<file path="src/rtl/anode_scan_controller_pkg.sv">
// rtl/anode_scan_controller_pkg.sv - shared constants and ring state type for the anode scan controller
//
// Purpose : anode strobe codes, blanking code, digit count and the ring state
//           enum used by anode_scan_controller.
// Ports   : none (package).
package scan_pkg;

  localparam int NUM_DIGITS = 4;

  // Active-low anode patterns as {AN3,AN2,AN1,AN0}.
  localparam logic [3:0] AN_DIG0 = 4'b1110;
  localparam logic [3:0] AN_DIG1 = 4'b1101;
  localparam logic [3:0] AN_DIG2 = 4'b1011;
  localparam logic [3:0] AN_DIG3 = 4'b0111;

  // Non-BCD code that the downstream decoder renders as all segments off.
  localparam logic [3:0] BLANK_CODE = 4'hF;

  // The ring state encoding is the anode pattern itself, so the state
  // register drives the anode pins directly with no decode.
  typedef enum logic [3:0] {
    S_DIG0 = AN_DIG0,
    S_DIG1 = AN_DIG1,
    S_DIG2 = AN_DIG2,
    S_DIG3 = AN_DIG3
  } ring_state_e;

endpackage

</file>
<file path="src/rtl/anode_scan_controller_if.sv">
// rtl/anode_scan_controller_if.sv - display data and anode strobe bundle for the anode scan controller
//
// Purpose : groups the datapath-facing inputs and decoder/pin-facing outputs.
// Signals : BCD_in[15:0], load, blank_lz   (datapath -> controller)
//           AN3..AN0, BCD_out[15:0], frame_done (controller -> decoder/pins)
// Modports: master = datapath/top-level side, slave = anode_scan_controller.
interface anode_scan_controller_if;

  logic [15:0] BCD_in;
  logic        load;
  logic        blank_lz;
  logic        AN3;
  logic        AN2;
  logic        AN1;
  logic        AN0;
  logic [15:0] BCD_out;
  logic        frame_done;

  modport master (
    output BCD_in, load, blank_lz,
    input  AN3, AN2, AN1, AN0, BCD_out, frame_done
  );

  modport slave (
    input  BCD_in, load, blank_lz,
    output AN3, AN2, AN1, AN0, BCD_out, frame_done
  );

endinterface

</file>
<file path="src/rtl/anode_scan_controller_refresh_prescaler.sv">
// rtl/anode_scan_controller_refresh_prescaler.sv - digit dwell prescaler producing a one-cycle tick
//
// Purpose : counts 0..REFRESH_DIV-1 and wraps; tick is high in the last count.
// Ports   : clk   - system clock
//           reset - synchronous active-high reset (count returns to 0)
//           tick  - high while the count equals REFRESH_DIV-1
module refresh_prescaler #(
  parameter int REFRESH_DIV = 50000
) (
  input  logic clk,
  input  logic reset,
  output logic tick
);

  localparam int              CW   = (REFRESH_DIV > 1) ? $clog2(REFRESH_DIV) : 1;
  localparam logic [CW-1:0]   LAST = CW'(REFRESH_DIV - 1);

  logic [CW-1:0] r_cnt;
  logic          w_last;

  assign w_last = (r_cnt == LAST);

  always_ff @(posedge clk) begin
    if (reset) begin
      r_cnt <= '0;
    end else if (w_last) begin
      r_cnt <= '0;
    end else begin
      r_cnt <= r_cnt + 1'b1;
    end
  end

  assign tick = w_last;

endmodule

</file>
<file path="src/rtl/anode_scan_controller.sv">
// rtl/anode_scan_controller.sv - 4-digit seven-segment anode multiplexer with frame-synchronous BCD update
//
// Purpose : rotates a one-hot-low anode ring every REFRESH_DIV cycles, holds the
//           displayed BCD word in a double buffer committed at frame wrap, and
//           applies optional leading-zero blanking.
// Ports   : clk   - system clock
//           reset - synchronous active-high reset
//           bus   - anode_scan_controller_if.slave (BCD_in, load, blank_lz in;
//                   AN3..AN0, BCD_out, frame_done out)
module anode_scan_controller
  import scan_pkg::*;
#(
  parameter int REFRESH_DIV = 50000
) (
  input  logic                   clk,
  input  logic                   reset,
  anode_scan_controller_if.slave bus
);

  logic        w_tick;
  logic        w_boundary;
  ring_state_e r_ring;
  ring_state_e w_ring_next;

  logic [15:0] r_disp;
  logic [15:0] r_pend;
  logic        r_pend_v;
  logic        r_blank_q;
  logic        r_frame_done;

  refresh_prescaler #(
    .REFRESH_DIV (REFRESH_DIV)
  ) u_prescaler (
    .clk   (clk),
    .reset (reset),
    .tick  (w_tick)
  );

  // Ring state register.
  always_ff @(posedge clk) begin
    if (reset) begin
      r_ring <= S_DIG0;
    end else begin
      r_ring <= w_ring_next;
    end
  end

  // Ring next state; the wrap out of the last digit is the frame boundary.
  always_comb begin
    w_ring_next = r_ring;
    w_boundary  = 1'b0;
    if (w_tick) begin
      case (r_ring)
        S_DIG0:  w_ring_next = S_DIG1;
        S_DIG1:  w_ring_next = S_DIG2;
        S_DIG2:  w_ring_next = S_DIG3;
        S_DIG3: begin
          w_ring_next = S_DIG0;
          w_boundary  = 1'b1;
        end
        default: w_ring_next = S_DIG0;
      endcase
    end
  end

  // Double buffer. A load coinciding with the boundary goes straight to the
  // display so the freshest value wins over an older pending one.
  always_ff @(posedge clk) begin
    if (reset) begin
      r_disp       <= 16'h0000;
      r_pend       <= 16'h0000;
      r_pend_v     <= 1'b0;
      r_blank_q    <= 1'b0;
      r_frame_done <= 1'b0;
    end else begin
      r_frame_done <= w_boundary;
      if (bus.load) begin
        r_pend <= bus.BCD_in;
      end
      if (w_boundary) begin
        if (bus.load) begin
          r_disp <= bus.BCD_in;
        end else if (r_pend_v) begin
          r_disp <= r_pend;
        end
        r_pend_v  <= 1'b0;
        r_blank_q <= bus.blank_lz;
      end else if (bus.load) begin
        r_pend_v <= 1'b1;
      end
    end
  end

  // Replace leading zero digits (never digit 0) with the blank code.
  function automatic logic [15:0] apply_blanking(input logic [15:0] word, input logic en);
    logic [15:0] res;
    logic        lead;
    res  = word;
    lead = en;
    for (int k = NUM_DIGITS - 1; k >= 1; k--) begin
      lead = lead && (word[4*k +: 4] == 4'h0);
      if (lead) begin
        res[4*k +: 4] = BLANK_CODE;
      end
    end
    return res;
  endfunction

  assign {bus.AN3, bus.AN2, bus.AN1, bus.AN0} = r_ring;
  assign bus.BCD_out    = apply_blanking(r_disp, r_blank_q);
  assign bus.frame_done = r_frame_done;

endmodule

</file>
<file path="src/flat_wrapper.sv">
// flat-port wrapper written by rule: the top's interface ports become plain ports
module anode_scan_controller_flat import scan_pkg::*;
#(
  parameter int REFRESH_DIV = 50000
)
  (clk, reset, bus_BCD_in, bus_load, bus_blank_lz, bus_AN3, bus_AN2, bus_AN1, bus_AN0, bus_BCD_out, bus_frame_done);
  anode_scan_controller_if bus_i ();
  input  logic clk;
  input  logic reset;
  input wire logic [$bits(bus_i.BCD_in)-1:0] bus_BCD_in;
  input wire logic [$bits(bus_i.load)-1:0] bus_load;
  input wire logic [$bits(bus_i.blank_lz)-1:0] bus_blank_lz;
  output wire logic [$bits(bus_i.AN3)-1:0] bus_AN3;
  output wire logic [$bits(bus_i.AN2)-1:0] bus_AN2;
  output wire logic [$bits(bus_i.AN1)-1:0] bus_AN1;
  output wire logic [$bits(bus_i.AN0)-1:0] bus_AN0;
  output wire logic [$bits(bus_i.BCD_out)-1:0] bus_BCD_out;
  output wire logic [$bits(bus_i.frame_done)-1:0] bus_frame_done;
  assign bus_i.BCD_in = bus_BCD_in;
  assign bus_i.load = bus_load;
  assign bus_i.blank_lz = bus_blank_lz;
  assign bus_AN3 = bus_i.AN3;
  assign bus_AN2 = bus_i.AN2;
  assign bus_AN1 = bus_i.AN1;
  assign bus_AN0 = bus_i.AN0;
  assign bus_BCD_out = bus_i.BCD_out;
  assign bus_frame_done = bus_i.frame_done;
  anode_scan_controller #(.REFRESH_DIV(REFRESH_DIV)) u_core (.clk(clk), .reset(reset), .bus(bus_i));
endmodule
</file>
<file path="config.mk">
export PLATFORM = sky130hd
export DESIGN_NAME = anode_scan_controller_flat
export DESIGN_NICKNAME = d
export VERILOG_FILES = /design/src/rtl/anode_scan_controller_pkg.sv /design/src/rtl/anode_scan_controller_if.sv /design/src/rtl/anode_scan_controller_refresh_prescaler.sv /design/src/rtl/anode_scan_controller.sv /design/src/flat_wrapper.sv
export SDC_FILE = /design/constraint.sdc
export NUM_CORES = 1
export LEC_CHECK = 0
export CAP_MARGIN = 20
export CORE_MARGIN = 2
export CORE_UTILIZATION = 52
export DETAILED_ROUTE_END_ITERATION = 6
export PLACE_DENSITY = 0.78
export SYNTH_ARGS = -nofsm -noshare
export SYNTH_HDL_FRONTEND = slang
export SYNTH_SLANG_ARGS = --single-unit
</file>
<file path="constraint.sdc">
create_clock -name clk -period 2.7 [get_ports clk]
set_clock_uncertainty 0.2 [all_clocks]
set_input_delay 0.27 -clock clk [delete_from_list [all_inputs] [get_ports clk]]
set_output_delay 0.27 -clock clk [all_outputs]
set_load 0.01 [all_outputs]
</file>
==> Word-level counts from Yosys, hierarchy flattened <==
Cells that the tools add are included.
{ "classes": {"n_shift": 0, "reduce_logical": 10, "div": 0, "n_lt_le_gt_ge": 0, "n_bitwise": 0, "mux": 8, "addsub": 1, "mul": 0, "eq_ne": 5} }
{ "op_table": {"columns": ["cell", "n"], "rows": [
  ["$mux 16", 2],
  ["$add 16x1->16 const B", 1],
  ["$eq 16x16->1 const B", 1],
  ["$eq 4x4->1 const B", 3],
  ["$logic_not 4->1", 3],
  ["$mux 4", 3],
  ["$pmux 4 s3", 1],
  ["$eq 4x3->1 const B", 1],
  ["$reduce_or 2->1", 2],
  ["$logic_and 1x1->1", 3],
  ["$mux 1", 2],
  ["$reduce_and 2->1", 1],
  ["$reduce_bool 2->1", 1]
]} }
{ "word_totals": {"ramBits": 0, "romBits": 0, "word_cells": 31, "latchBits": 0, "memories": 0, "output_inout_bits": 21, "in_bits": 20, "register_bits": 55} }

==> Depth between registers and ports, before layout <==
Gate-level depths: netlist of the first run.
{ "depth": {"ltp_word": 5, "ltp_mapped": 8, "mapped_depth_nobuf": 5} }

==> By module <==
Synthesis of the first run repeated with hierarchy kept, for this count alone.
{ "unflattened": {"hier_cells": 240, "hier_area_um2": 2408.6} }
{ "modules_own_cells": {"columns": ["mod", "seq_area_each_um2", "instances", "area_each_um2", "cells_each"], "rows": [
  ["anode_scan_controller", 780.7, 1, 1697.9, 159],
  ["refresh_prescaler", 320.3, 1, 710.7, 81]
]} }

==> Worst setup path after synthesis of the first run <==
Ideal clock, no wire load.
{ "synth_path": {"path_kind": "reg2reg", "startpoint": "reg u_core.u_prescaler.r_cnt[0]", "endpoint": "reg u_core.r_disp[10]", "stages_incl_launch_ff": 8, "path_buffers": 2, "setup_time_ps": 121, "synth_period_minus_slack_ps": 2232, "t_required_ps": 2379, "slack_ps": 468, "t_arrival_ps": 1910, "cell_sequence": "dfxtp_1 ha_1 and3_1 nand4_2 or3b_1 buf_6 buf_12 mux2_4"} }
{ "synth_between": {"elab_chain_cells": 3} }
{ "synth_rtl": {"columns": ["item", "line", "source"], "rows": [
  ["start, declared", "anode_scan_controller_refresh_prescaler.sv:18", "logic [CW-1:0] r_cnt;"],
  ["start signal, assigned", "anode_scan_controller_refresh_prescaler.sv:29", "r_cnt <= r_cnt + 1'b1;"],
  ["$eq 16x16->1", "anode_scan_controller_refresh_prescaler.sv:21", "assign w_last = (r_cnt == LAST);"],
  ["$mux 1", "anode_scan_controller.sv:52", "if (w_tick) begin"],
  ["$reduce_and 2->1 (no source line)", null, null],
  ["end signal, assigned", "anode_scan_controller.sv:82", "r_disp <= bus.BCD_in;"],
  ["end signal, assigned", "anode_scan_controller.sv:84", "r_disp <= r_pend;"],
  ["end, declared", "anode_scan_controller.sv:25", "logic [15:0] r_disp;"]
]} }
Every way passes these cells.
A chain may end at the register's enable or synchronous reset.

==> Worst setup path in the final report of the first run <==
{ "layout_path": {"startpoint": "reg u_core.r_disp[12]", "endpoint": "out bus_BCD_out[6]"} }
{ "layout_between": {"elab_chain_cells": 5} }
{ "layout_rtl": {"columns": ["item", "line", "source"], "rows": [
  ["$logic_not 4->1", "anode_scan_controller.sv:101", "lead = lead && (word[4*k +: 4] == 4'h0);"],
  ["$logic_and 1x1->1 (3 in series)", "anode_scan_controller.sv:101", null],
  ["$mux 4", "anode_scan_controller.sv:102", "if (lead) begin"],
  ["end, declared", "flat_wrapper.sv:17", "output wire logic [$bits(bus_i.BCD_out)-1:0] bus_BCD_out;"]
]} }
Every way passes these cells.

==> qor.yml, run 1 <==
status:
  status: "finished clean"
floorplan:
  dieArea_mm2: 0.00525
  chipWidth_um: 72.4
  core_area_mm2: 0.00444
  die_y_um: 72.4
  num_rows: 24
  ios: 41
  start_util_pct: 54.8
global_route:
  track_usage_pct: 17.7
  grt_pass1_vias: 1626
  grt_pass1_wl_um: 7350
  antenna_found_initial: 0
  grt_overflow_total: 0
  grt_max_degree: 41
synthesis:
  synth_edf_count: 0
  synth_cells: 239
  seq_area_frac_synth_pct: 45.2
  synth_nets: 260
  synthesis.area_mm2: 0.00244
  synth_top_cell_by_area: "dfxtp_1"
  ys_warn_count: 0
  synth_cell_types: 40
  async_reset_ff_share_pct: 0
  syn_area_per_cell_um2: 10.2
  ys.flop_type: "dfxtp_1"
  synth_seq_cells: 55
  synth_area_leaders: "dfxtp_1 45%, mux2i_1 8.2%, mux2_4 6.2%"
  synth_top_area_share_pct: 45.2
timing:
  finalSetupViolCount: 0
  max_freq_mhz: 393
  hold_viol_final: 0
  maxSlewHeadroom_pct: 73.7
  timing.hold.ws_ns: 0.264
  worst_slack_ns: 0.156
  rsz0062_at_grt: "false"
  final.period_utilization_pct: 94.2
  max_slew.worst_pin.slew_ns: 0.395
  setup_tns_ns: 0
  slew_violations: 0
  timing.final.crit_period_ns: 2.54
cts:
  clkLatencyLatePin_ns: 0.31
  hold_buffers: 0
  clockBufferDepth: 2
  post-cts-setup-buffer-count: 0
  cts_sinks: 55
  path_clk_slew_ns: 0.09
  clockRootBuffer: "clkbuf_8"
  htreeDepth: 2
  cts_made_buffers: 5
  cts_tree: "done"
setup_path:
  slowest_stage: "or4b_4"
  cp_max_fo: 6
  end_kind: "primary output"
  slowest_delay_ns: 0.56
  critPathBufInv: 2
  r2r_end: "u_core.r_disp[9]"
  crit_family: "simple AND/OR/NAND/NOR gates"
  crit_arrival_ns: 2.07
  worstRegToRegCells: 6
  cp-start-kind: "flip-flop"
  r2r-start: "u_core.u_prescaler.r_cnt[0]"
  crit_chain: "or4b_4 > nor3_4 > buf_6 > nor4b_2 > or2_2 > dlygate4sd2_1"
  r2r_slack_ns: 0.37
  crit_type: "flip-flop to primary output"
  cp.required_ns: 2.23
detailed_routing:
  wl_per_cell_um: 13.3
  vias: 1735
  vias_per_cell: 5.29
  first_iter_violations: 61
  wirelength_um: 4350
  firstDrtPassIters: 4
  ant_nets: 0
  drc: 0
place:
  globalplace.congestion: 0.826
  dp.cells: 321
  portBuffers: 40
  post-place-ws_ns: 0.0565
  dp_hpwl_um: 2990
final_layout:
  layout_commonest_cell: "dfxtp_1"
  final_cell_count_no_fill: 328
  nNetsFinal: 297
  antenna-diode-count: 0
  drive_gt1_share_pct: 17.4
  area_growth_pct: 21.9
  final_cell_mix: "55 x dfxtp_1, 36 x nor2_1, 32 x clkdlybuf4s50_1, 20 x mux2i_1, 17 x nor2b_1"
worst_hold_path:
  hold_start: "u_core.u_prescaler.r_cnt[0]"
  hold_path_end: "u_core.u_prescaler.r_cnt[0]"
  hold_class: "flip-flop to flip-flop"
  holdPathStages: 1
flow_run:
  cap_violations: 0
power_and_ir_drop:
  powerDensity_mw_per_mm2: 488
  ir_drop_v: 0.000274
  power_leakage_nw: 1.37
power by group:
group          switching, W  internal [W]
Clock              0.000257      0.000271
Combinational     0.0000377     0.0000457
Sequential       0.00000707      0.000829
routing by layer:
| layer | vias up | wire [µm] | GRT usage [%] |
|---|---|---|---|
| met5 | - | 0 | 0 |
| met4 | 0 | 41 | 5.56 |
| met3 | 4 | 181 | 4.31 |
| met2 | 32 | 2050 | 29.5 |
| met1 | 825 | 2070 | 22.7 |
| li1 | 874 | - | - |
logic make-up (layout without fill, tap and decap cells):
| kind of cell | Yosys count | count (layout) | share of synthesized area (%) |
|---|---|---|---|
| AOI/OAI and AO/OA | 7 | 7 | 2.26 |
| xor gates and xnor gates | 15 | 15 | 5.39 |
| adders and majority gates | 1 | 1 | 0.514 |
| buffers and inverters | 19 | 56 | 4.62 |
| DFF | 55 | 55 | 45.2 |
| muxes | 36 | 36 | 17.2 |
| and+or+nand+nor | 106 | 106 | 24.9 |
layout make-up:
cell class | instances | area [µm²]
sequential | 55 | 1100
timing repair buffer | 45 | 443
clock inverter | 2 | 37.5
tap | 52 | 65.1
clock buffer | 5 | 68.8
inverter | 4 | 15.0
multi-input combinational | 165 | 1240
fill | 351 | 1480
state kept, by name (all words and copies together) (netlist names):
register,flops
u_core.bus.frame_done,1
u_core.r_blank_q,1
u_core.r_disp,16
u_core.r_pend,16
u_core.r_pend_v,1
u_core.r_ring,4
u_core.u_prescaler.r_cnt,16
Yosys cell counts (2+ instances only):
cell type,instances
nor2b_1,17
or2_2,9
dfxtp_1,55
nand3_1,6
and3_1,4
inv_1,4
nand2_1,4
nand4b_1,2
mux2i_1,20
o21bai_1,2
clkbuf_1,7
nor2_1,36
xor2_1,3
buf_4,4
or3b_1,2
buf_2,2
mux2_4,10
xnor2_1,12
nor3_1,5
mux2_2,6
nand2b_1,4
nor4_1,4
nand4_1,4
worst max path at each step:
stage / start / to / depth (start not counted)
floorplan: u_core.u_prescaler.r_cnt[0] / u_core.r_disp[10] / 7
global placement: u_core.r_disp[12] / bus_BCD_out[7] / 5
detailed placement: u_core.r_disp[12] / bus_BCD_out[5] / 5
CTS: u_core.r_disp[8] / bus_BCD_out[4] / 5
global route: u_core.r_disp[12] / bus_BCD_out[6] / 6
finish: u_core.r_disp[12] / bus_BCD_out[6] / 6
repair_timing:
action / 4_1_cts / 5_1_grt
pin swaps: 1 / 1
setup endpoints to repair: 4 / 8
resized for setup: 4 / 12
metrics by stage:
| step | util [%] | instance area, µm² | total power, W |
|---|---|---|---|
| final | 66.8 | 2970 | 0.00145 |
| after global routing | 66.8 | 2970 | 0.00150 |
| after CTS | 66.3 | 2950 | 0.00146 |
| after detailed placement | 63.9 | 2840 | 0.000939 |
| after global placement | 63.9 | 2840 | 0.000938 |
| after floorplan | - | 2440 | 0.000901 |
No activity file was read; power rests on OpenSTA's default activity.
==> run 2, diff against run 1 <==
--- a/config.mk
+++ b/config.mk
@@ -9,6 +9,7 @@
 export CORE_MARGIN = 2
 export CORE_UTILIZATION = 52
 export DETAILED_ROUTE_END_ITERATION = 6
+export GPL_ROUTABILITY_DRIVEN = 0
 export PLACE_DENSITY = 0.78
 export SYNTH_ARGS = -nofsm -noshare
 export SYNTH_HDL_FRONTEND = slang
==> results of run 2 <==
Same layout as run 1: the final DEF is identical, and so are final timing and power.
